**config.mk**
```make
export PLATFORM = sky130hd
export DESIGN_NAME = sonar_varredura_ctrl
export DESIGN_NICKNAME = d
export VERILOG_FILES = /design/src/rtl/sonar_varredura_ctrl.sv
export SDC_FILE = /design/constraint.sdc
export NUM_CORES = 1
export LEC_CHECK = 0
export CORE_MARGIN = 2
export CORE_UTILIZATION = 31
export CTS_CLUSTER_SIZE = 16
export DETAILED_ROUTE_END_ITERATION = 8
export PLACE_DENSITY = 0.48
export SKIP_CTS_REPAIR_TIMING = 1
export SYNTH_ARGS = -nofsm -noshare
export SYNTH_HDL_FRONTEND = slang
export SYNTH_SLANG_ARGS = --single-unit
```
**constraint.sdc**
```tcl
create_clock -name clock -period 2.2 [get_ports clock]
set_clock_uncertainty 0.2 [all_clocks]
set_input_delay 0.44 -clock clock [delete_from_list [all_inputs] [get_ports clock]]
set_output_delay 0.44 -clock clock [all_outputs]
set_load 0.1 [all_outputs]
```
**src/rtl/sonar_varredura_ctrl.sv**
```systemverilog
// Sweep scheduler: ping-pong servo positions, settle, measure (with timeout), hand result to TX.
// Moore FSM; every pulse output decodes from registered state only.
module sonar_varredura_ctrl #(
  parameter int N_POS          = 8,
  parameter int W_POS          = 3,
  parameter int SETTLE_CYCLES  = 50000000,
  parameter int TIMEOUT_CYCLES = 25000000
) (
  input  logic             clock,
  input  logic             reset,
  input  logic             ligar,
  input  logic             medida_pronto,
  input  logic             tx_pronto,
  output logic [W_POS-1:0] posicao,
  output logic             move_servo,
  output logic             inicio_medir,
  output logic             inicia_tx,
  output logic             fim_varredura,
  output logic             erro_timeout,
  output logic [3:0]       db_estado
);

  localparam int MAX_CYC = (SETTLE_CYCLES > TIMEOUT_CYCLES) ? SETTLE_CYCLES : TIMEOUT_CYCLES;
  localparam int TW      = (MAX_CYC > 1) ? $clog2(MAX_CYC) : 1;

  localparam logic [TW-1:0]    SETTLE_LAST  = TW'(SETTLE_CYCLES - 1);
  localparam logic [TW-1:0]    TIMEOUT_LAST = TW'(TIMEOUT_CYCLES - 1);
  localparam logic [W_POS-1:0] POS_LAST     = W_POS'(N_POS - 1);

  typedef enum logic [3:0] {
    INICIAL       = 4'd0,
    PREPARA       = 4'd1,
    POSICIONA     = 4'd2,
    ESPERA_SERVO  = 4'd3,
    DISPARA       = 4'd4,
    ESPERA_MEDIDA = 4'd5,
    TRANSMITE     = 4'd6,
    ESPERA_TX     = 4'd7,
    PROXIMA       = 4'd8
  } estado_t;

  estado_t          estado_q, estado_d;
  logic [W_POS-1:0] posicao_q, posicao_d;
  logic             subindo_q, subindo_d;
  logic [TW-1:0]    timer_q, timer_d;
  logic             erro_q, erro_d;
  logic             primeira_q, primeira_d;

  always_ff @(posedge clock or posedge reset) begin
    if (reset) begin
      estado_q   <= INICIAL;
      posicao_q  <= '0;
      subindo_q  <= 1'b1;
      timer_q    <= '0;
      erro_q     <= 1'b0;
      primeira_q <= 1'b1;
    end else begin
      estado_q   <= estado_d;
      posicao_q  <= posicao_d;
      subindo_q  <= subindo_d;
      timer_q    <= timer_d;
      erro_q     <= erro_d;
      primeira_q <= primeira_d;
    end
  end

  always_comb begin
    estado_d   = estado_q;
    posicao_d  = posicao_q;
    subindo_d  = subindo_q;
    timer_d    = '0;
    erro_d     = erro_q;
    primeira_d = primeira_q;

    case (estado_q)
      INICIAL: begin
        if (ligar) begin
          estado_d   = PREPARA;
          erro_d     = 1'b0;
          primeira_d = 1'b1;
        end
      end
      PREPARA: estado_d = POSICIONA;
      POSICIONA: begin
        estado_d   = ESPERA_SERVO;
        primeira_d = 1'b0;
      end
      ESPERA_SERVO: begin
        if (timer_q == SETTLE_LAST) estado_d = DISPARA;
        else                        timer_d  = timer_q + TW'(1);
      end
      DISPARA: estado_d = ESPERA_MEDIDA;
      ESPERA_MEDIDA: begin
        // A result arriving on the last allowed cycle still counts as success.
        if (medida_pronto) begin
          estado_d = TRANSMITE;
        end else if (timer_q == TIMEOUT_LAST) begin
          estado_d = PROXIMA;
          erro_d   = 1'b1;
        end else begin
          timer_d = timer_q + TW'(1);
        end
      end
      TRANSMITE: estado_d = ESPERA_TX;
      ESPERA_TX: begin
        if (tx_pronto) estado_d = PROXIMA;
      end
      PROXIMA: begin
        // Ping-pong: turn around at either end without revisiting the endpoint.
        if (subindo_q) begin
          if (posicao_q != POS_LAST) begin
            posicao_d = posicao_q + W_POS'(1);
          end else begin
            subindo_d = 1'b0;
            posicao_d = posicao_q - W_POS'(1);
          end
        end else begin
          if (posicao_q != '0) begin
            posicao_d = posicao_q - W_POS'(1);
          end else begin
            subindo_d = 1'b1;
            posicao_d = posicao_q + W_POS'(1);
          end
        end
        estado_d = ligar ? POSICIONA : INICIAL;
      end
      default: estado_d = INICIAL;
    endcase
  end

  always_comb begin
    move_servo    = (estado_q == POSICIONA);
    inicio_medir  = (estado_q == DISPARA);
    inicia_tx     = (estado_q == TRANSMITE);
    fim_varredura = (estado_q == POSICIONA) && !primeira_q &&
                    ((posicao_q == '0) || (posicao_q == POS_LAST));
  end

  assign posicao      = posicao_q;
  assign erro_timeout = erro_q;
  assign db_estado    = estado_q;

endmodule
```
==> summary.json <==
{
  "synthesis": {
    "synthesis.area_sq_mm": 0.002054,
    "synth_warn": 0,
    "seq_area_frac_synth_pct": 43.97,
    "synth-edff-count": 0,
    "postSynthRegisterBits": 36,
    "post_synthesis_compound_gate_area_fraction_pct": 7.308,
    "ys_types": 39,
    "postSynthAreaPerCell_sq_um": 9.296,
    "adder_cell_area_share_of_the_yosys_netlist_pct": 3.045,
    "syn_nets": 231,
    "synthesized_area_fraction_occupied_by_xor_and_xnor_cells_pct": 11.08,
    "synth_ff_type": "sky130_fd_sc_hd__dfrtp_1",
    "synth_async_sr_flop_share_pct": 100.0,
    "yosys-mux-area-fraction_pct": 1.035,
    "synthSimpleGateAreaFrac_pct": 28.01,
    "largest_family_of_logic_cells_by_synthesized_area": "simple AND/OR/NAND/NOR gates",
    "syn_inst": 221
  },
  "die": {
    "floorplan.die.height_microns": 85.41,
    "initial_utilization_pct": 32.17,
    "placeableCoreArea_sq_mm": 0.006386,
    "fp-row-count": 29,
    "die_w_microns": 85.41,
    "io_pins": 17,
    "die_area_sq_mm": 0.007295
  },
  "global_routing": {
    "total_grt_usage_pct": 12.74,
    "first_pass_grt_wire_length_mm": 7.341,
    "antenna_found_initial": 0,
    "first_global_vias": 1550,
    "grt_start_max_net_pins": 37,
    "grt_remaining_overflow": 0
  },
  "route": {
    "wl_per_instance_microns": 12.83,
    "wl_mm": 4.350,
    "viasPerCell": 4.746,
    "drt_pass1_iterations": 4,
    "antenna_left": 0,
    "via_count": 1609,
    "drc_errors": 0,
    "drt_iter0_markers": 55
  },
  "sta": {
    "timing.fmax_mhz": 459.9,
    "period_share_pct": 98.84,
    "worstMarginPinSlew_ns": 0.3490,
    "timing.final.setup_violations": 0,
    "rsz_0062_raised_after_global_routing": "true",
    "final.min_clock_period_ns": 2.175,
    "maxSlewViolCount": 0,
    "slew_headroom_pct": 76.74,
    "final-hold-violation-count": 0,
    "setup_tns_ns": 0
  },
  "critical_path": {
    "end_kind": "register",
    "critical_path_required_ns": 2.17,
    "rrSetupSlack_ns": 0.03,
    "crit_arrival_ns": 2.15,
    "critical_path_class": "reg2reg",
    "critical_path_peak_fanout": 19,
    "cp-startpoint": "timer_q[8]$_DFF_PP0_",
    "regToRegEndpoint": "timer_q[14]$_DFF_PP0_",
    "worst_r2r_path_cells": 6,
    "worst_setup_path_endpoint": "timer_q[14]$_DFF_PP0_",
    "worst_r2r_startpoint": "timer_q[8]$_DFF_PP0_",
    "critPathLaunchType": "register"
  },
  "clocking": {
    "cts_tree": "built",
    "numCtsBuffers": 5,
    "clock_tree_buf_depth": 2,
    "cts.sink_count": 36,
    "later_pin_clock_latency_in_the_skew_report_ns": 0.29,
    "cts.htree.levels": 2,
    "clkTransAtPathRegs_ns": 0.07,
    "cts-root-buf": "sky130_fd_sc_hd__clkbuf_8"
  },
  "layout": {
    "regArea_sq_um": 920.9,
    "commonest_cells_after_routing_fill_and_taps_aside": "sky130_fd_sc_hd__dfrtp_1, sky130_fd_sc_hd__buf_4, sky130_fd_sc_hd__xnor2_1",
    "drive_above_1_share_pct": 36.64,
    "synthToLayoutAreaGrowth_pct": 34.23,
    "antenna-diode-count": 0,
    "finalNetCount": 271,
    "final.fill_count": 630,
    "combined_area_of_the_multi_input_logic_cells_sq_mm": 0.001122
  },
  "power": {
    "power_per_cell_area_mw_per_mm2": 1248,
    "vdd_ir_drop_max_v": 0.001072,
    "totalPowerFinal_mw": 3.442,
    "cellLeakagePower_nw": 1.075
  },
  "placement": {
    "detailed_place_hpwl_mm": 3.171,
    "globalplace.congestion": 0.7974,
    "port_buffers": 16
  },
  "outcome": {
    "outcome": "complete, no violations"
  },
  "worst_hold_path": {
    "min-delay-path-class": "in2async"
  },
  "run": {
    "cap_viol_max_count": 0
  }
}
[how the worst min path moves through the flow]
stage,slack (ns),to,from,depth (start not counted)
2_1_floorplan,0.26,timer_q[0]$_DFF_PP0_,timer_q[0]$_DFF_PP0_,1
3_3_place_gp,0.31,erro_timeout$_DFFE_PP0P_,erro_timeout$_DFFE_PP0P_,2
3_5_place_dp,0.31,erro_timeout$_DFFE_PP0P_,erro_timeout$_DFFE_PP0P_,2
4_1_cts,0.29,timer_q[2]$_DFF_PP0_,reset,3
5_1_grt,0.34,timer_q[2]$_DFF_PP0_,reset,3
6_report,0.29,timer_q[2]$_DFF_PP0_,reset,3
[report_power, final]
group	internal (mW)	switching, mW
sequential	0.801	0.176
clock	0.256	0.234
combinational	0.731	1.24
total	1.79	1.65
[final cells by class]
cell class,instances,share of cell area [%]
multi-input cells,161,40.70
flip-flops and latches,36,33.39
repair buffers,43,17.06
well taps,77,3.494
clock buffers,8,3.267
inverters,14,2.087
[Yosys cell counts (4+ instances only)]
library cell               count  area [sq um]
sky130_fd_sc_hd__nand2_1      14         52.55
sky130_fd_sc_hd__xnor2_1      23         201.4
sky130_fd_sc_hd__dfrtp_1      34         850.8
sky130_fd_sc_hd__nor2_1       24         90.09
sky130_fd_sc_hd__clkbuf_1      6         22.52
sky130_fd_sc_hd__ha_1          5         62.56
sky130_fd_sc_hd__a21oi_1       5         25.02
sky130_fd_sc_hd__inv_1        14         52.55
sky130_fd_sc_hd__o21ai_0       4         20.02
sky130_fd_sc_hd__nand3_1      10         50.05
sky130_fd_sc_hd__nand4_1       7         43.79
sky130_fd_sc_hd__nor3_1       11         55.05
sky130_fd_sc_hd__and3_1        5         31.28
sky130_fd_sc_hd__nor2_2       19         118.9
[critical path, stage by stage (launching register included)]
cell,delay [ns]
sky130_fd_sc_hd__dfrtp_1,0.41
sky130_fd_sc_hd__nor4_2,0.26
sky130_fd_sc_hd__nand3_1,0.16
sky130_fd_sc_hd__or4_4,0.60
sky130_fd_sc_hd__a21boi_4,0.18
sky130_fd_sc_hd__buf_12,0.19
sky130_fd_sc_hd__nor2_1,0.06
[metal layers]
layer	GRT usage, %	vias to the layer above	share of wire, %
met5	0	-	0
met4	4.473	0	1.5
met3	3.405	7	2.5
met2	18.32	16	44
met1	18.37	754	52
li1	-	832	-
[registers in the layout (all words and copies together), names as in the netlist]
register and cells:
subindo_q 1, timer_q 26, posicao 3, erro_timeout 1, db_estado 4, primeira_q 1
[metrics by stage]
stage | std cells | cell area [sq um] | hold slack [ns] | utilization [%] | setup WS (ns)
after global placement | 326 | 2615 | 0.3079 | 40.95 | 0.004250
after detailed placement | 326 | 2615 | 0.3146 | 40.95 | 0.009602
after global routing | 339 | 2758 | 0.3418 | 43.18 | -0.07165
final | 339 | 2758 | 0.2923 | 43.18 | 0.02547
after floorplan | 221 | 2173 | 0.2612 | - | -0.9096
after CTS | 334 | 2705 | 0.2933 | 42.36 | -0.06888
[cells by family after synthesis]
kind of cell,Yosys count
multiplexers,2
AND/OR/NAND/NOR,107
XOR/XNOR,26
flip-flops,36
adder cells (fa/ha/maj),5
buffers and inverters,24
AO/OA/AOI/OAI,21
(Power assumes the default switching activity.)
